===== src/rtl/pixel_seq_pkg.sv =====
// pixel_seq_pkg: shared state encoding and address-width helper for the pixel frame sequencer
package pixel_seq_pkg;
   typedef enum logic [2:0] {IDLE, ERASE, EXPOSE, CONVERT, READ, DONE} state_t;
   function automatic int addr_w(input int n);
      return (n <= 1) ? 1 : $clog2(n);
   endfunction
endpackage


===== src/rtl/pixel_frame_sequencer_if.sv =====
// pixel_frame_sequencer_if: controller handshake and pixel-array drive bundle; frame_count exists only with PIXEL_FRAME_CNT_EN
interface pixel_frame_sequencer_if
   import pixel_seq_pkg::*;
#(
   parameter int NUM_ROWS = 8,
   parameter int NUM_COLS = 8,
   parameter int EXPOSE_W = 16
);
   localparam int ROW_W = addr_w(NUM_ROWS);
   localparam int COL_W = addr_w(NUM_COLS);
   logic start, continuous, abort;
   logic [EXPOSE_W-1:0] expose_time;
   logic erase, expose, convert, read, busy, frame_done;
   logic [ROW_W-1:0] row_addr;
   logic [COL_W-1:0] col_addr;
`ifdef PIXEL_FRAME_CNT_EN
   logic [15:0] frame_count;
   modport master (output start, continuous, abort, expose_time,
                   input erase, expose, convert, read, busy, frame_done, row_addr, col_addr, frame_count);
   modport slave  (input start, continuous, abort, expose_time,
                   output erase, expose, convert, read, busy, frame_done, row_addr, col_addr, frame_count);
`else
   modport master (output start, continuous, abort, expose_time,
                   input erase, expose, convert, read, busy, frame_done, row_addr, col_addr);
   modport slave  (input start, continuous, abort, expose_time,
                   output erase, expose, convert, read, busy, frame_done, row_addr, col_addr);
`endif
endinterface


===== src/rtl/pixel_addr_scan.sv =====
// pixel_addr_scan: row-major read-out address scan stepping NUM_CH columns per advance
module pixel_addr_scan
   import pixel_seq_pkg::*;
#(
   parameter int NUM_ROWS = 8,
   parameter int NUM_COLS = 8,
   parameter int NUM_CH   = 1,
   localparam int ROW_W   = addr_w(NUM_ROWS),
   localparam int COL_W   = addr_w(NUM_COLS)
) (
   input  logic             clk,
   input  logic             reset,
   input  logic             i_clear,
   input  logic             i_advance,
   output logic [ROW_W-1:0] o_row_addr,
   output logic [COL_W-1:0] o_col_addr,
   output logic             o_last
);
   logic [ROW_W-1:0] r_row;
   logic [COL_W-1:0] r_col;
   logic             w_col_end;
   assign w_col_end  = r_col == COL_W'(NUM_COLS - NUM_CH);
   assign o_last     = w_col_end && (r_row == ROW_W'(NUM_ROWS - 1));
   assign o_row_addr = r_row;
   assign o_col_addr = r_col;
   // step one column group per advance; the last group wraps the whole scan back to the origin
   always_ff @(posedge clk) begin
      if (reset || i_clear || (i_advance && o_last)) begin
         r_row <= '0;
         r_col <= '0;
      end else if (i_advance) begin
         r_col <= w_col_end ? '0 : r_col + COL_W'(NUM_CH);
         r_row <= w_col_end ? r_row + ROW_W'(1) : r_row;
      end
   end
endmodule


===== src/rtl/pixel_frame_sequencer.sv =====
// pixel_frame_sequencer: erase/expose/convert/read frame FSM for a NUM_ROWS x NUM_COLS array; PIXEL_FRAME_CNT_EN adds a completed-frame counter
module pixel_frame_sequencer
   import pixel_seq_pkg::*;
#(
   parameter int NUM_ROWS     = 8,
   parameter int NUM_COLS     = 8,
   parameter int NUM_CH       = 1,
   parameter int ERASE_CYCLES = 5,
   parameter int CONV_CYCLES  = 8,
   parameter int EXPOSE_W     = 16
) (
   input logic                    clk,
   input logic                    reset,
   pixel_frame_sequencer_if.slave bus
);
   localparam int EXP_MAX = (1 << EXPOSE_W) - 1;
   localparam int PH_MAX  = (ERASE_CYCLES > CONV_CYCLES) ? ERASE_CYCLES : CONV_CYCLES;
   localparam int CNT_MAX = (PH_MAX > EXP_MAX) ? PH_MAX : EXP_MAX;
   localparam int CNT_W   = $clog2(CNT_MAX + 1);
   state_t              r_state, w_state;
   logic [CNT_W-1:0]    r_cnt, w_load;
   logic [EXPOSE_W-1:0] r_exp, w_exp_in;
   logic                w_enter, w_clear, w_advance, w_last;
   assign w_exp_in  = (bus.expose_time == '0) ? EXPOSE_W'(1) : bus.expose_time;
   assign w_enter   = w_state != r_state;
   assign w_clear   = w_state != READ;
   assign w_advance = r_state == READ;
   // next state: each timed phase ends when its down-counter reaches zero; abort overrides every transition
   always_comb begin
      w_state = r_state;
      case (r_state)
         IDLE:    w_state = bus.start ? ERASE : IDLE;
         ERASE:   w_state = (r_cnt == '0) ? EXPOSE : ERASE;
         EXPOSE:  w_state = (r_cnt == '0) ? CONVERT : EXPOSE;
         CONVERT: w_state = (r_cnt == '0) ? READ : CONVERT;
         READ:    w_state = w_last ? DONE : READ;
         DONE:    w_state = bus.continuous ? ERASE : IDLE;
         default: w_state = IDLE;
      endcase
      if (bus.abort) w_state = IDLE;
      w_load = (w_state == ERASE)   ? CNT_W'(ERASE_CYCLES - 1) :
               (w_state == EXPOSE)  ? CNT_W'(r_exp - EXPOSE_W'(1)) :
               (w_state == CONVERT) ? CNT_W'(CONV_CYCLES - 1) : '0;
   end
   // state register, phase counter (loaded on every phase entry) and exposure latch taken on entry to ERASE
   always_ff @(posedge clk) begin
      if (reset) begin
         r_state <= IDLE;
         r_cnt   <= '0;
         r_exp   <= '0;
      end else begin
         r_state <= w_state;
         r_cnt   <= w_enter ? w_load : (r_cnt != '0) ? r_cnt - CNT_W'(1) : r_cnt;
         r_exp   <= (w_enter && w_state == ERASE) ? w_exp_in : r_exp;
      end
   end
   pixel_addr_scan #(
      .NUM_ROWS (NUM_ROWS),
      .NUM_COLS (NUM_COLS),
      .NUM_CH   (NUM_CH)
   ) u_scan (
      .clk        (clk),
      .reset      (reset),
      .i_clear    (w_clear),
      .i_advance  (w_advance),
      .o_row_addr (bus.row_addr),
      .o_col_addr (bus.col_addr),
      .o_last     (w_last)
   );
   assign bus.erase      = r_state == ERASE;
   assign bus.expose     = r_state == EXPOSE;
   assign bus.convert    = r_state == CONVERT;
   assign bus.read       = r_state == READ;
   assign bus.frame_done = r_state == DONE;
   assign bus.busy       = r_state != IDLE;
`ifdef PIXEL_FRAME_CNT_EN
   logic [15:0] r_frame_count;
   // count frames that reach DONE; aborted frames never get there
   always_ff @(posedge clk) begin
      r_frame_count <= reset ? 16'd0 : (r_state == DONE) ? r_frame_count + 16'd1 : r_frame_count;
   end
   assign bus.frame_count = r_frame_count;
`endif
endmodule

===== src/flat_wrapper.sv =====
// flat-port wrapper written by rule: the top's interface ports become plain ports
module pixel_frame_sequencer_flat import pixel_seq_pkg::*;
#(
   parameter int NUM_ROWS     = 8,
   parameter int NUM_COLS     = 8,
   parameter int NUM_CH       = 1,
   parameter int ERASE_CYCLES = 5,
   parameter int CONV_CYCLES  = 8,
   parameter int EXPOSE_W     = 16
)
  (clk, reset, bus_start, bus_continuous, bus_abort, bus_expose_time, bus_erase, bus_expose, bus_convert, bus_read, bus_busy, bus_frame_done, bus_row_addr, bus_col_addr);
  pixel_frame_sequencer_if #(.NUM_ROWS(NUM_ROWS), .NUM_COLS(NUM_COLS), .EXPOSE_W(EXPOSE_W)) bus_i ();
  input logic clk;
  input logic reset;
  input wire logic [$bits(bus_i.start)-1:0] bus_start;
  input wire logic [$bits(bus_i.continuous)-1:0] bus_continuous;
  input wire logic [$bits(bus_i.abort)-1:0] bus_abort;
  input wire logic [$bits(bus_i.expose_time)-1:0] bus_expose_time;
  output wire logic [$bits(bus_i.erase)-1:0] bus_erase;
  output wire logic [$bits(bus_i.expose)-1:0] bus_expose;
  output wire logic [$bits(bus_i.convert)-1:0] bus_convert;
  output wire logic [$bits(bus_i.read)-1:0] bus_read;
  output wire logic [$bits(bus_i.busy)-1:0] bus_busy;
  output wire logic [$bits(bus_i.frame_done)-1:0] bus_frame_done;
  output wire logic [$bits(bus_i.row_addr)-1:0] bus_row_addr;
  output wire logic [$bits(bus_i.col_addr)-1:0] bus_col_addr;
  assign bus_i.start = bus_start;
  assign bus_i.continuous = bus_continuous;
  assign bus_i.abort = bus_abort;
  assign bus_i.expose_time = bus_expose_time;
  assign bus_erase = bus_i.erase;
  assign bus_expose = bus_i.expose;
  assign bus_convert = bus_i.convert;
  assign bus_read = bus_i.read;
  assign bus_busy = bus_i.busy;
  assign bus_frame_done = bus_i.frame_done;
  assign bus_row_addr = bus_i.row_addr;
  assign bus_col_addr = bus_i.col_addr;
  pixel_frame_sequencer #(.NUM_ROWS(NUM_ROWS), .NUM_COLS(NUM_COLS), .NUM_CH(NUM_CH), .ERASE_CYCLES(ERASE_CYCLES), .CONV_CYCLES(CONV_CYCLES), .EXPOSE_W(EXPOSE_W)) u_core (.clk(clk), .reset(reset), .bus(bus_i));
endmodule

===== config.mk =====
export PLATFORM = sky130hd
export DESIGN_NAME = pixel_frame_sequencer_flat
export DESIGN_NICKNAME = d
export VERILOG_FILES = /design/src/rtl/pixel_seq_pkg.sv /design/src/rtl/pixel_frame_sequencer_if.sv /design/src/rtl/pixel_addr_scan.sv /design/src/rtl/pixel_frame_sequencer.sv /design/src/flat_wrapper.sv
export SDC_FILE = /design/constraint.sdc
export NUM_CORES = 1
export LEC_CHECK = 0
export ABC_CLOCK_PERIOD_IN_PS = 2900
export BUFFER_PORTS_ARGS = -buffer_cell sky130_fd_sc_hd__buf_2
export CORE_MARGIN = 2
export CORE_UTILIZATION = 58
export CTS_BUF_LIST = sky130_fd_sc_hd__clkbuf_8 sky130_fd_sc_hd__clkbuf_16
export DETAILED_ROUTE_END_ITERATION = 16
export PLACE_DENSITY_LB_ADDON = 0.12
export RECOVER_POWER = 100
export SLEW_MARGIN = 20
export SYNTH_ARGS = -nofsm -noshare
export SYNTH_HDL_FRONTEND = slang
export SYNTH_HIERARCHICAL = 1
export SYNTH_SLANG_ARGS = --single-unit

===== constraint.sdc =====
create_clock -name clk -period 2.9 [get_ports clk]
set_clock_uncertainty 0.05 [all_clocks]
set_input_delay 0.58 -clock clk [delete_from_list [all_inputs] [get_ports clk]]
set_output_delay 0.58 -clock clk [all_outputs]
set_load 0.05 [all_outputs]

==> reports/metrics.json, run 1 <==
{
  "outcome": "finished, final reports clean",
  "wire_per_inst_um": 13.8,
  "worst_path_largest_cell_delay_ns": 0.43,
  "reg2reg_depth": 9,
  "finish.net_count": 356,
  "path_max_fanout": 6,
  "dp_worst_setup_slack_ns": 0.453,
  "first_pass_drt_iterations": 4,
  "max-cap-violations": 0,
  "drc_errors": 0,
  "critical_path.startpoint_type": "flip-flop",
  "clock_tree.root_cell": "clkbuf_8",
  "timing.hold.worst_path_depth": 2,
  "post_layout_nonfiller_instances": 382,
  "clkSinkCount": 41,
  "netlist.top_cell.by_area": "dfxtp_1",
  "filler_cells_inserted": 389,
  "die_area_sq_um": 4940,
  "fp-row-count": 24,
  "boundaryPins": 33,
  "ir_worst_vdd_mv": 0.457,
  "worstSetupEndpointType": "flip-flop",
  "rsz0062_at_grt": "no",
  "grt-ovfl-total": 0,
  "per_cell_via_count_in_the_routed_design": 5.76,
  "syn_avg_cell_area_sq_um": 8.54,
  "power_leakage_nw": 1.07,
  "syn-num-nets": 325,
  "slew_headroom_pct": 26.5,
  "synthCells": 298,
  "worst-endpoint-required_ns": 3.07,
  "ys.flop_type": "dfxtp_1",
  "commonest_non_fill_non_tap_cell_in_the_layout": "dfxtp_1",
  "dp_hpwl_um": 3930,
  "final_max_slew_viol_count": 0,
  "post-layout-total-power_mw": 2.58,
  "portion_of_the_clock_cycle_consumed_by_the_worst_path_in_the_final_layout_pct": 87.0,
  "design_area_sq_um": 2810,
  "cts_resized": 0,
  "wirelength_um": 5260,
  "chipHeight_um": 70.3,
  "antenna_found_initial": 0,
  "grt_first_pass_wirelength_um": 9310,
  "synth.cell_area_sq_um": 2550,
  "tritoncts.num_buffers": 5,
  "utilization_pct": 65.4,
  "cts_max_level": 2,
  "finalSetupViolCount": 0,
  "cts_hold_repair.buffers": 0,
  "grt_pass1_vias": 2071,
  "grt_max_degree": 34,
  "ys_async_sr_fraction_pct": 0,
  "fin_hold_ws_ns": 0.480,
  "timing.fmax_mhz": 396,
  "critical_path_class": "reg -> reg",
  "yosys-top-cells-area": "dfxtp_1 (32%), mux2i_1 (7.5%), xnor2_1 (6.2%), nor2_1 (4.9%), nand3_1 (3.5%)",
  "cp_cell_sequence": "inv_1, ha_1, nor4b_2, and4_1, mux2i_1, and2_0, nand2_1, a311o_1, a21oi_1",
  "mostFrequentLayoutCells": "dfxtp_1 (41), nor2_1 (33), nand2_1 (24)",
  "core-area_sq_um": 4290,
  "area_delta_synth_final_pct": 10.3,
  "buffer_ports.inserted": 32,
  "arrival_time_of_data_at_the_critical_path_endpoint_ns": 2.69,
  "holdCritPathClass": "reg -> reg",
  "setup_tns_ns": 0,
  "number_of_drc_markers_in_iteration_0": 142,
  "warning_count_from_the_yosys_run": 6,
  "starting_utilization_of_the_core_area_pct": 59.3,
  "yosysSeqAreaShare_pct": 32.2,
  "clkSlewWorstSetupHoldPaths_ns": 0.08,
  "routed-via-count": 2201,
  "place_inst": 374,
  "min_period_ns": 2.52,
  "synth_edf_count": 0,
  "clk_latency_ns": 0.29,
  "cts_tree": "done",
  "postRouteAntennaNets": 0,
  "hold_viol_final": 0,
  "track_usage_pct": 23.2,
  "cts_buffer_depth": 2,
  "critPathSlowestCell": "a311o_1",
  "drive_above_1_share_pct": 15.5,
  "place_congestion": 0.832,
  "synth.ff_latch_count": 41,
  "synth_largest_type_area_fraction_pct": 32.2,
  "post-cts-setup-buffer-count": 0,
  "setup_slack_ns": 0.377,
  "number_of_library_cell_types_mapped_by_synthesis": 55,
  "insertedDiodeCount": 0,
  "dpl-instance-area_sq_um": 2750,
  "timing_worst_slew_pin_value_ns": 1.10,
  "power.density_nw_per_um2": 919,
  "die_w_um": 70.3
}
where the power goes:
group / switching (mW) / internal (mW) / total, mW
sequential: 0.149 / 0.676 / 0.824
combinational: 0.691 / 0.593 / 1.28
clock: 0.195 / 0.277 / 0.472
Yosys cell counts (3+ instances only):
library cell / count
nor2_1: 33
ha_1: 6
a21oi_2: 4
clkbuf_1: 7
dfxtp_1: 41
or3_1: 5
nand2_1: 24
xnor2_1: 18
a21oi_1: 16
nand2b_1: 4
o21a_1: 5
inv_1: 8
nor4_1: 8
and2_1: 4
a21bo_2: 3
buf_2: 5
xor2_1: 3
o21ai_1: 5
nor2b_1: 3
nor3b_1: 3
nor3_1: 10
mux2i_1: 19
o21ai_0: 3
nand3_1: 18
nand4_1: 3
worst max-delay path: cells and delay by family, from the launching register on:
family,cells,cell delay [ns]
simple gates,4,0.89
compound gates,2,0.58
flops,1,0.34
mux,1,0.31
fa+ha+maj,1,0.21
buf+inv,1,0.06
area by class of cell:
type / instances / area [sq um] / share of cell area, %
Clock buffer: 6 / 82.6 / 2.94
Multi-Input combinational cell: 235 / 1590 / 56.7
Sequential cell: 41 / 821 / 29.2
Inverter: 8 / 30.0 / 1.07
Timing Repair Buffer: 38 / 184 / 6.55
Clock inverter: 2 / 33.8 / 1.20
Tap cell: 52 / 65.1 / 2.32
routing by layer:
layer,share of wire (%),global-route usage (%)
met2,45,36.8
met4,1.0,6.41
met1,51,32.9
met5,0,0
met3,2.9,3.03
flip-flops by register name, summed over array words and instances, names as in the netlist:
name                      flops
u_core/r_state                3
u_core/u_scan/o_row_addr      3
u_core/r_cnt                 16
u_core/u_scan/o_col_addr      3
u_core/r_exp                 16
logic make-up (layout without fill, tap and decap cells):
family	after synthesis	in the layout	synth area share, %
AND/OR/NAND/NOR	133	133	29.3
AO/OA/AOI/OAI	54	54	15.7
flip-flops	41	41	32.2
buffers and inverters	22	54	4.08
XOR/XNOR	21	21	7.22
multiplexers	21	21	8.45
adder cells (fa/ha/maj)	6	6	2.95
final timing paths:
kind / slack (ns) / end / startpoint
max: 0.38 / u_core/u_scan/o_row_addr[2] / u_core/r_cnt[0]
min: 0.48 / u_core/u_scan/o_col_addr[0] / u_core/u_scan/o_col_addr[0]
max reg2reg: 0.38 / u_core/u_scan/o_row_addr[2] / u_core/r_cnt[0]
min reg2reg: 0.48 / u_core/u_scan/o_col_addr[0] / u_core/u_scan/o_col_addr[0]
No activity file was read; power rests on OpenSTA's default activity.
==> inputs of run 2 (changes only) <==
--- a/config.mk
+++ b/config.mk
@@ -5,10 +5,10 @@
 export SDC_FILE = /design/constraint.sdc
 export NUM_CORES = 1
 export LEC_CHECK = 0
-export ABC_CLOCK_PERIOD_IN_PS = 2900
+export ABC_CLOCK_PERIOD_IN_PS = 2600
 export BUFFER_PORTS_ARGS = -buffer_cell sky130_fd_sc_hd__buf_2
 export CORE_MARGIN = 2
-export CORE_UTILIZATION = 58
+export CORE_UTILIZATION = 57
 export CTS_BUF_LIST = sky130_fd_sc_hd__clkbuf_8 sky130_fd_sc_hd__clkbuf_16
 export DETAILED_ROUTE_END_ITERATION = 16
 export PLACE_DENSITY_LB_ADDON = 0.12
@@ -16,5 +16,4 @@
 export SLEW_MARGIN = 20
 export SYNTH_ARGS = -nofsm -noshare
 export SYNTH_HDL_FRONTEND = slang
-export SYNTH_HIERARCHICAL = 1
 export SYNTH_SLANG_ARGS = --single-unit
==> constraint.sdc (replaced) <==
create_clock -name clk -period 2.6 [get_ports clk]
set_clock_uncertainty 0.05 [all_clocks]
set_input_delay 0.52 -clock clk [delete_from_list [all_inputs] [get_ports clk]]
set_output_delay 0.52 -clock clk [all_outputs]
set_load 0.05 [all_outputs]
==> run 2 against run 1 <==
Synthesized cell count grew 3.4%. Sequential power grew 15%. Die area decreased by 3.9%. Critical path depth fell by 2. Utilization rose by 1.9 points. Design area is 3.4% lower. Largest power group unchanged. Sequential share of layout area increased by 1.0 points. Total power is 16% higher. Clock-buffer cell count shrank 1. Routed wire length up 5.7%.
==> reports/metrics.json, run 2 <==
{
  "grt_max_degree": {"value": 21, "change": "was 34"},
  "number_of_library_cell_types_mapped_by_synthesis": {"value": 50, "change": "was 55"},
  "synth.most_common_cell": {"value": "nand2_1", "change": "was dfxtp_1"},
  "reg2reg_depth": {"value": 7, "change": "was 9"},
  "synth_largest_type_area_fraction": {"value": 34.2, "unit": "%", "change": "was 32.2%"},
  "first_pass_drt_iterations": {"value": 4, "change": "unchanged"},
  "grt-ovfl-total": {"value": 0, "change": "unchanged"},
  "die_w": {"value": 68.9, "unit": "um", "change": "was 70.3 um"},
  "place_congestion": {"value": 0.828, "change": "was 0.832"},
  "worst-endpoint-required": {"value": 2.73, "unit": "ns", "change": "was 3.07 ns"},
  "portion_of_the_clock_cycle_consumed_by_the_worst_path_in_the_final_layout": {"value": 90.2, "unit": "%", "change": "was 87.0%"},
  "rsz0062_at_grt": {"value": "no", "change": "unchanged"},
  "boundaryPins": {"value": 33, "change": "unchanged"},
  "cp_cell_sequence": {"value": "inv_1, ha_1, nor4b_1, and4_1, o221ai_1, o21bai_1, a211o_1", "change": "was inv_1, ha_1, nor4b_2, and4_1, mux2i_1, and2_0, nand2_1, a311o_1, a21oi_1"},
  "critPathBufInv": {"value": 1, "change": "unchanged"},
  "cts_buffer_depth": {"value": 2, "change": "unchanged"},
  "total_internal_power": {"value": 1.74, "unit": "mW", "change": "was 1.55 mW"},
  "timing_worst_slew_pin_value": {"value": 0.704, "unit": "ns", "change": "was 1.10 ns"},
  "clk_latency": {"value": 0.29, "unit": "ns", "change": "about the same"},
  "place_inst": {"value": 385, "change": "was 374"},
  "antenna_found_initial": {"value": 0, "change": "unchanged"},
  "finalSetupViolCount": {"value": 0, "change": "unchanged"},
  "synth.cell_area": {"value": 2400, "unit": "sq um", "change": "was 2550 sq um"},
  "drive_above_1_share": {"value": 11.7, "unit": "%", "change": "was 15.5%"},
  "netlist.top_cell.by_area": {"value": "dfxtp_1", "change": "unchanged"},
  "finish.net_count": {"value": 370, "change": "was 356"},
  "synthCells": {"value": 308, "change": "was 298"},
  "critical_path.startpoint_type": {"value": "flip-flop", "change": "unchanged"},
  "routed-via-count": {"value": 2307, "change": "was 2201"},
  "wirelength": {"value": 5560, "unit": "um", "change": "was 5260 um"},
  "tritoncts.num_buffers": {"value": 5, "change": "unchanged"},
  "fin_hold_ws": {"value": 0.421, "unit": "ns", "change": "was 0.480 ns"},
  "cts_hold_repair.buffers": {"value": 0, "change": "unchanged"},
  "dp_hpwl": {"value": 4200, "unit": "um", "change": "was 3930 um"},
  "yosysSeqAreaShare": {"value": 34.2, "unit": "%", "change": "was 32.2%"},
  "arrival_time_of_data_at_the_critical_path_endpoint": {"value": 2.48, "unit": "ns", "change": "was 2.69 ns"},
  "chipHeight": {"value": 68.9, "unit": "um", "change": "was 70.3 um"},
  "postRouteAntennaNets": {"value": 0, "change": "unchanged"},
  "buffer_ports.inserted": {"value": 32, "change": "unchanged"},
  "path_max_fanout": {"value": 8, "change": "was 6"},
  "insertedDiodeCount": {"value": 0, "change": "unchanged"},
  "critical_path_class": {"value": "reg -> reg", "change": "unchanged"},
  "worstSetupPathDepth": {"value": 7, "change": "was 9"},
  "grt_pass1_vias": {"value": 1927, "change": "was 2071"},
  "cts_resized": {"value": 0, "change": "unchanged"},
  "ir_worst_vdd": {"value": 0.506, "unit": "mV", "change": "was 0.457 mV"},
  "outcome": {"value": "finished, final reports clean", "change": "unchanged"},
  "synth_edf_count": {"value": 0, "change": "unchanged"},
  "clock_tree.root_cell": {"value": "clkbuf_8", "change": "unchanged"},
  "post_layout_nonfiller_instances": {"value": 393, "change": "was 382"},
  "timing.rr.start": {"value": "u_core.r_cnt[0]", "change": "was u_core/r_cnt[0]"},
  "number_of_drc_markers_in_iteration_0": {"value": 160, "change": "was 142"},
  "cts_max_level": {"value": 2, "change": "unchanged"},
  "synth.ff_latch_count": {"value": 41, "change": "unchanged"},
  "filler_cells_inserted": {"value": 364, "change": "was 389"},
  "setup_tns": {"value": 0, "unit": "ns", "change": "unchanged"},
  "warning_count_from_the_yosys_run": {"value": 0, "change": "was 6"},
  "clkSinkCount": {"value": 41, "change": "unchanged"},
  "per_cell_via_count_in_the_routed_design": {"value": 5.87, "change": "was 5.76"},
  "post-cts-setup-buffer-count": {"value": 0, "change": "unchanged"},
  "critPathTopFamily": {"value": "compound AO/OA/AOI/OAI gates", "change": "was simple AND/OR/NAND/NOR gates"},
  "final_max_slew_viol_count": {"value": 0, "change": "unchanged"},
  "drc_errors": {"value": 0, "change": "unchanged"},
  "commonest_non_fill_non_tap_cell_in_the_layout": {"value": "nand2_1", "change": "was dfxtp_1"},
  "mostFrequentLayoutCells": {"value": "nand2_1 (48), dfxtp_1 (41), nor2_1 (34)", "change": "was dfxtp_1 (41), nor2_1 (33), nand2_1 (24)"},
  "worst_path_largest_cell_delay": {"value": 0.43, "unit": "ns", "change": "about the same"},
  "critical_path.reg2reg.endpoint": {"value": "u_core.r_cnt[0]", "change": "was u_core/u_scan/o_row_addr[2]"},
  "hold_viol_final": {"value": 0, "change": "unchanged"},
  "fp-row-count": {"value": 23, "change": "was 24"},
  "crit_end": {"value": "u_core.r_cnt[0]", "change": "was u_core/u_scan/o_row_addr[2]"},
  "synth.cells.most_frequent": {"value": "nand2_1 (48), dfxtp_1 (41), nor2_1 (34)", "change": "was dfxtp_1 (41), nor2_1 (33), nand2_1 (24)"},
  "power.density": {"value": 1100, "unit": "nW/um^2", "change": "was 919 nW/um^2"},
  "ys.flop_type": {"value": "dfxtp_1", "change": "unchanged"},
  "max-cap-violations": {"value": 0, "change": "unchanged"},
  "power_leakage": {"value": 1.11, "unit": "nW", "change": "was 1.07 nW"},
  "clkSlewWorstSetupHoldPaths": {"value": 0.08, "unit": "ns", "change": "about the same"},
  "share_clk_of_total_power": {"value": 17.0, "unit": "%", "change": "was 18.3%"},
  "worstSetupEndpointType": {"value": "flip-flop", "change": "unchanged"},
  "biggestRegsByFlops": {"value": "u_core.r_cnt: 16 flops, u_core.r_exp: 16 flops", "change": "was u_core/r_cnt: 16 flops, u_core/r_exp: 16 flops"},
  "post-layout-total-power": {"value": 3.00, "unit": "mW", "change": "was 2.58 mW"},
  "setup.reg_to_reg.worst_slack": {"value": 0.26, "unit": "ns", "change": "was 0.38 ns"},
  "worst_setup_path_startpoint": {"value": "u_core.r_cnt[0]", "change": "was u_core/r_cnt[0]"},
  "min_period": {"value": 2.34, "unit": "ns", "change": "was 2.52 ns"},
  "switching_share": {"value": 41.9, "unit": "%", "change": "was 40.1%"},
  "wire_per_inst": {"value": 14.1, "unit": "um", "change": "was 13.8 um"},
  "syn-num-nets": {"value": 336, "change": "was 325"},
  "syn_avg_cell_area": {"value": 7.79, "unit": "sq um", "change": "was 8.54 sq um"},
  "starting_utilization_of_the_core_area": {"value": 59.5, "unit": "%", "change": "was 59.3%"},
  "area_delta_synth_final": {"value": 13.1, "unit": "%", "change": "was 10.3%"},
  "critPathSlowestCell": {"value": "and4_1", "change": "was a311o_1"},
  "slew_headroom": {"value": 53.1, "unit": "%", "change": "was 26.5%"},
  "grt_first_pass_wirelength": {"value": 9070, "unit": "um", "change": "was 9310 um"},
  "die_area": {"value": 4740, "unit": "sq um", "change": "was 4940 sq um"},
  "timing.fmax": {"value": 426, "unit": "MHz", "change": "was 396 MHz"},
  "yosys-top-cells-area": {"value": "dfxtp_1 (34%), nand2_1 (7.5%), xnor2_1 (5.5%), nor2_1 (5.3%), a21oi_1 (4.2%)", "change": "was dfxtp_1 (32%), mux2i_1 (7.5%), xnor2_1 (6.2%), nor2_1 (4.9%), nand3_1 (3.5%)"},
  "p_seq_share": {"value": 31.5, "unit": "%", "change": "was 31.9%"},
  "core-area": {"value": 4030, "unit": "sq um", "change": "was 4290 sq um"},
  "ys_async_sr_fraction": {"value": 0, "unit": "%", "change": "unchanged"},
  "cts_tree": {"value": "done", "change": "unchanged"},
  "track_usage": {"value": 25.8, "unit": "%", "change": "was 23.2%"},
  "power_frac_comb": {"value": 51.5, "unit": "%", "change": "was 49.8%"},
  "holdCritPathClass": {"value": "in -> reg", "change": "was reg -> reg"},
  "p_sw": {"value": 1.26, "unit": "mW", "change": "was 1.04 mW"}
}
-- run 2: cell types whose count changed in the layout (fill, tap and decap cells not counted), moves of 6 or more --
cell / before / now
nand3_1: 18 / 5
nand2_1: 24 / 48
mux2i_1: 19 / 4
or4_1: 0 / 6
o21ai_0: 3 / 9
xor2_1: 3 / 9
a22oi_1: 0 / 10
-- run 2: power groups by stage --
stage	combinational [mW]	clock (mW)	sequential, mW
2_1_floorplan	1.23	0	0.907
3_3_place_gp	1.52	0	0.948
3_5_place_dp	1.54	0	0.956
4_1_cts	1.56	0.516	0.941
5_1_grt	1.74	0.541	0.960
6_report	1.54	0.510	0.944
-- run 2: final cells by class --
type / count / area [sq um] / share of cell area, %
clock inverter: 3 / 42.5 / 1.57
timing repair buffer: 40 / 200 / 7.38
clock buffer: 5 / 68.8 / 2.54
tap: 50 / 62.6 / 2.31
multi-input combinational: 246 / 1490 / 54.9
inverter: 8 / 30.0 / 1.11
sequential: 41 / 821 / 30.2
-- run 2: worst min path at each step --
stage	to	cells after the start	start
after floorplan	u_core.r_exp[15]	2	u_core.r_exp[15]
after global placement	u_core.r_exp[15]	2	u_core.r_exp[15]
after detailed placement	u_core.r_exp[15]	2	u_core.r_exp[15]
after CTS	u_core.r_exp[5]	3	bus_expose_time[5]
after global routing	u_core.r_exp[15]	3	bus_expose_time[15]
final	u_core.r_exp[15]	3	bus_expose_time[15]
-- run 2: worst min-delay path, cell delays in order --
cell,delay (ns)
buf_2,0.10
nand2_1,0.05
a21oi_1,0.05
-- run 2: per-stage QoR --
step	worst slack [ns]	instance area, sq um	utilization, %
floorplan	0.480	2400	-
global placement	0.398	2630	65.2
detailed placement	0.344	2630	65.2
CTS	0.313	2740	68.0
global route	0.0427	2710	67.4
finish	0.255	2710	67.4
-- run 2: cells by family after synthesis --
family	Yosys count	share of synthesized area, %
XOR/XNOR	24	8.76
flip-flops	41	34.2
AND/OR/NAND/NOR	151	31.7
buffers and inverters	21	3.55
AO/OA/AOI/OAI	60	16.4
adder cells (fa/ha/maj)	7	3.65
multiplexers	4	1.67
-- run 2: per-layer routing --
metal,wire [um],global-route usage (%)
met5,0,0
met4,53,8.09
met3,263,4.38
met1,2700,35.9
met2,2540,40.7
==> inputs of run 3 (changes only) <==
--- a/config.mk
+++ b/config.mk
@@ -5,10 +5,11 @@
 export SDC_FILE = /design/constraint.sdc
 export NUM_CORES = 1
 export LEC_CHECK = 0
+export ABC_AREA = 1
 export ABC_CLOCK_PERIOD_IN_PS = 2600
 export BUFFER_PORTS_ARGS = -buffer_cell sky130_fd_sc_hd__buf_2
 export CORE_MARGIN = 2
-export CORE_UTILIZATION = 57
+export CORE_UTILIZATION = 58
 export CTS_BUF_LIST = sky130_fd_sc_hd__clkbuf_8 sky130_fd_sc_hd__clkbuf_16
 export DETAILED_ROUTE_END_ITERATION = 16
 export PLACE_DENSITY_LB_ADDON = 0.12
==> run 3 against run 2 <==
Synthesized cell count is 19% higher. Combinational power is 6% higher. Cell count is 15% higher. Maximum frequency is 0.92% higher. Clock power is 19% lower. Critical path depth is 7 higher. Hold slack better by 0.010 ns. First-iteration DRC count is 39% higher. Critical endpoint is now u_core.r_exp[3]. Largest power group unchanged.
==> reports/metrics.json, run 3 <==
{
  "outcome": {"value": "finished, final reports clean", "change": "unchanged"},
  "timing_worst_slew_pin_value": {"value": 0.596, "unit": "ns", "change": "was 0.704 ns"},
  "synth.cells.most_frequent": {"value": "nand2_1 (68), dfxtp_1 (41), nand3_1 (40), nor2_1 (40), inv_1 (22)", "change": "was nand2_1 (48), dfxtp_1 (41), nor2_1 (34)"},
  "per_cell_via_count_in_the_routed_design": {"value": 5.42, "change": "was 5.87"},
  "number_of_drc_markers_in_iteration_0": {"value": 222, "change": "was 160"},
  "critical_path_class": {"value": "reg -> reg", "change": "unchanged"},
  "place_congestion": {"value": 0.876, "change": "was 0.828"},
  "rsz0062_at_grt": {"value": "no", "change": "unchanged"},
  "global_route.peak_usage_layer": {"value": "met2", "change": "unchanged"},
  "clock_tree.root_cell": {"value": "clkbuf_8", "change": "unchanged"},
  "postRouteAntennaNets": {"value": 0, "change": "unchanged"},
  "filler_cells_inserted": {"value": 408, "change": "was 364"},
  "synth_edf_count": {"value": 0, "change": "unchanged"},
  "mostFrequentLayoutCells": {"value": "nand2_1 (70), dfxtp_1 (41), nor2_1 (40), nand3_1 (40), inv_1 (22)", "change": "was nand2_1 (48), dfxtp_1 (41), nor2_1 (34)"},
  "grt_first_pass_wirelength": {"value": 9870, "unit": "um", "change": "was 9070 um"},
  "power_leakage": {"value": 1.27, "unit": "nW", "change": "was 1.11 nW"},
  "core-area": {"value": 4380, "unit": "sq um", "change": "was 4030 sq um"},
  "netlist.top_cell.by_area": {"value": "dfxtp_1", "change": "unchanged"},
  "number_of_library_cell_types_mapped_by_synthesis": {"value": 34, "change": "was 50"},
  "drc_errors": {"value": 0, "change": "unchanged"},
  "cts_tree": {"value": "done", "change": "unchanged"},
  "die_area": {"value": 5110, "unit": "sq um", "change": "was 4740 sq um"},
  "power.density": {"value": 1000, "unit": "nW/um^2", "change": "was 1100 nW/um^2"},
  "path_max_fanout": {"value": 32, "change": "was 8"},
  "yosys-top-cells-area": {"value": "dfxtp_1 (31%), nand2_1 (9.7%), nand3_1 (7.6%), nor2_1 (5.7%), xor2_1 (5.0%)", "change": "was dfxtp_1 (34%), nand2_1 (7.5%), xnor2_1 (5.5%), nor2_1 (5.3%), a21oi_1 (4.2%)"},
  "synth.most_common_cell": {"value": "nand2_1", "change": "unchanged"},
  "syn-num-nets": {"value": 393, "change": "was 336"},
  "buffer_ports.inserted": {"value": 32, "change": "unchanged"},
  "fin_hold_ws": {"value": 0.431, "unit": "ns", "change": "was 0.421 ns"},
  "insertedDiodeCount": {"value": 0, "change": "unchanged"},
  "met1_usage": {"value": 33.4, "unit": "%", "change": "was 35.9%"},
  "synth.cell_area": {"value": 2640, "unit": "sq um", "change": "was 2400 sq um"},
  "ir_worst_vdd": {"value": 0.435, "unit": "mV", "change": "was 0.506 mV"},
  "wirelength": {"value": 5660, "unit": "um", "change": "was 5560 um"},
  "biggestRegsByFlops": {"value": "u_core.r_cnt: 16 flops, u_core.r_exp: 16 flops", "change": "unchanged"},
  "commonest_non_fill_non_tap_cell_in_the_layout": {"value": "nand2_1", "change": "unchanged"},
  "starting_utilization_of_the_core_area": {"value": 60.2, "unit": "%", "change": "was 59.5%"},
  "fp-row-count": {"value": 24, "change": "was 23"},
  "grt.met3_usage": {"value": 3.66, "unit": "%", "change": "was 4.38%"},
  "worst_hold_path.endpoint": {"value": "u_core.u_scan.o_row_addr[1]", "change": "was u_core.r_exp[15]"},
  "grt_pass1_vias": {"value": 2262, "change": "was 1927"},
  "grt-ovfl-total": {"value": 0, "change": "unchanged"},
  "portion_of_the_clock_cycle_consumed_by_the_worst_path_in_the_final_layout": {"value": 89.4, "unit": "%", "change": "was 90.2%"},
  "finish.net_count": {"value": 428, "change": "was 370"},
  "setup.reg_to_reg.worst_slack": {"value": 0.28, "unit": "ns", "change": "was 0.26 ns"},
  "holdCritStartpoint": {"value": "u_core.u_scan.o_row_addr[1]", "change": "was bus_expose_time[15]"},
  "boundaryPins": {"value": 33, "change": "unchanged"},
  "clk_latency": {"value": 0.29, "unit": "ns", "change": "about the same"},
  "synth_largest_type_area_fraction": {"value": 31.1, "unit": "%", "change": "was 34.2%"},
  "routed-via-count": {"value": 2454, "change": "was 2307"},
  "antenna_found_initial": {"value": 0, "change": "unchanged"},
  "first_pass_drt_iterations": {"value": 4, "change": "unchanged"},
  "holdCritPathClass": {"value": "reg -> reg", "change": "was in -> reg"},
  "arrival_time_of_data_at_the_critical_path_endpoint": {"value": 2.50, "unit": "ns", "change": "was 2.48 ns"},
  "timing.hold.worst_path_depth": {"value": 2, "change": "was 3"},
  "worst-endpoint-required": {"value": 2.77, "unit": "ns", "change": "was 2.73 ns"},
  "clkSlewWorstSetupHoldPaths": {"value": 0.08, "unit": "ns", "change": "about the same"},
  "critical_path.reg2reg.endpoint": {"value": "u_core.r_exp[3]", "change": "was u_core.r_cnt[0]"},
  "timing.fmax": {"value": 430, "unit": "MHz", "change": "was 426 MHz"},
  "grt_max_degree": {"value": 33, "change": "was 21"},
  "ys_async_sr_fraction": {"value": 0, "unit": "%", "change": "unchanged"},
  "finalSetupViolCount": {"value": 0, "change": "unchanged"},
  "synth.ff_latch_count": {"value": 41, "change": "unchanged"},
  "hold_viol_final": {"value": 0, "change": "unchanged"},
  "reg2reg_depth": {"value": 14, "change": "was 7"},
  "max-cap-violations": {"value": 0, "change": "unchanged"},
  "ys.flop_type": {"value": "dfxtp_1", "change": "unchanged"},
  "cts_buffer_depth": {"value": 2, "change": "unchanged"},
  "area_delta_synth_final": {"value": 10.7, "unit": "%", "change": "was 13.1%"},
  "chipHeight": {"value": 71.5, "unit": "um", "change": "was 68.9 um"},
  "final_max_slew_viol_count": {"value": 0, "change": "unchanged"},
  "clkSinkCount": {"value": 41, "change": "unchanged"},
  "cts_max_level": {"value": 2, "change": "unchanged"},
  "setup_tns": {"value": 0, "unit": "ns", "change": "unchanged"},
  "yosysSeqAreaShare": {"value": 31.1, "unit": "%", "change": "was 34.2%"},
  "timing.rr.start": {"value": "u_core.r_cnt[0]", "change": "unchanged"},
  "critical_path.startpoint_type": {"value": "flip-flop", "change": "unchanged"},
  "drive_above_1_share": {"value": 18.7, "unit": "%", "change": "was 11.7%"},
  "tritoncts.num_buffers": {"value": 5, "change": "unchanged"},
  "grtUsageMet2": {"value": 37.2, "unit": "%", "change": "was 40.7%"},
  "slew_headroom": {"value": 60.4, "unit": "%", "change": "was 53.1%"},
  "die_w": {"value": 71.5, "unit": "um", "change": "was 68.9 um"},
  "warning_count_from_the_yosys_run": {"value": 0, "change": "unchanged"},
  "cts_hold_repair.buffers": {"value": 0, "change": "unchanged"},
  "min_period": {"value": 2.32, "unit": "ns", "change": "was 2.34 ns"},
  "dp_hpwl": {"value": 4320, "unit": "um", "change": "was 4200 um"},
  "synthCells": {"value": 365, "change": "was 308"},
  "worstSetupEndpointType": {"value": "flip-flop", "change": "unchanged"},
  "syn_avg_cell_area": {"value": 7.23, "unit": "sq um", "change": "was 7.79 sq um"},
  "wire_per_inst": {"value": 12.5, "unit": "um", "change": "was 14.1 um"},
  "track_usage": {"value": 23.7, "unit": "%", "change": "was 25.8%"}
}
[run 3: cell types whose count changed after synthesis, moves of 6 or more]
| cell | previous run | this run |
|---|---|---|
| a21oi_2 | 0 | 10 |
| a22oi_1 | 10 | 0 |
| clkbuf_1 | 10 | 4 |
| inv_1 | 8 | 22 |
| nand2_1 | 48 | 68 |
| nand2_2 | 0 | 10 |
| nand3_1 | 5 | 40 |
| nor2_1 | 34 | 40 |
| nor2_2 | 0 | 7 |
| nor3_1 | 15 | 9 |
| o211ai_1 | 0 | 10 |
| o21ai_0 | 8 | 2 |
| o21ai_1 | 1 | 10 |
| xor2_1 | 9 | 15 |
[run 3: cell families (layout without fill, tap and decap cells)]
| logic type | after synthesis | count (layout) | share of synthesized area (%) |
|---|---|---|---|
| compound gates | 55 | 55 | 13.2 |
| flops | 41 | 41 | 31.1 |
| xor+xnor | 27 | 27 | 8.96 |
| fa+ha+maj | 7 | 7 | 3.32 |
| simple gates | 201 | 201 | 37.6 |
| buf+inv | 34 | 70 | 5.83 |
[run 3: metal layers]
metal,wire length [um],vias to the layer above
met2,2600,54
met1,2760,1100
met4,39,0
met5,0,-
li1,-,1296
met3,262,4
[run 3: per-stage QoR]
step	setup slack, ns	area (sq um)	util (%)	total power [mW]	std cells
2_1_floorplan	0.171	2640	-	2.21	365
3_3_place_gp	0.269	2830	64.5	2.47	442
3_5_place_dp	0.158	2830	64.5	2.49	442
4_1_cts	0.138	2910	66.5	2.92	450
5_1_grt	0.0412	2920	66.7	3.19	453
6_report	0.277	2920	66.7	2.94	453
[run 3: what timing repair did]
item,in CTS,in global routing
buffers inserted,0,3
setup endpoints to repair,0,15
resized for setup,0,1
[run 3: worst max-delay path by stage]
stage                                      startpoint               end  slack [ns]  cells after the start
after floorplan           u_core.u_scan.o_col_addr[0]  u_core.r_exp[10]        0.17                     13
after global placement    u_core.u_scan.o_col_addr[0]  u_core.r_exp[11]        0.27                     14
after detailed placement              u_core.r_cnt[0]   u_core.r_exp[3]        0.16                     14
final                                 u_core.r_cnt[0]   u_core.r_exp[3]        0.28                     14
after CTS                             u_core.r_cnt[0]   u_core.r_exp[3]        0.14                     14
after global routing                  u_core.r_cnt[0]   u_core.r_exp[9]        0.04                     14
[run 3: critical path, cell delays in order (launching register included)]
cell,delay [ns]
dfxtp_1,0.33
inv_1,0.15
ha_1,0.19
nand2_1,0.09
nor2_4,0.14
nand2_2,0.14
o21ai_2,0.15
nand2_1,0.12
nand2_1,0.13
nand2_4,0.08
nor2_8,0.15
nand2_8,0.15
nand2_4,0.18
nand2_1,0.07
a21oi_1,0.12
[run 3: final cells by class]
cell class	count	area (sq um)	share of cell area, %
repair buffers	39	199	6.81
well taps	52	65.1	2.23
flip-flops and latches	41	821	28.1
multi-input cells	290	1670	57.0
inverters	23	86.3	2.95
clock buffers	5	68.8	2.35
clock inverters	3	17.5	0.599
[run 3: power by group]
group	total (mW)	internal (mW)	switching [mW]	leakage, nW
Combinational	1.63	0.648	0.983	0.887
Clock	0.412	0.185	0.227	0.0439
Sequential	0.892	0.757	0.135	0.334
Total	2.94	1.59	1.34	1.27
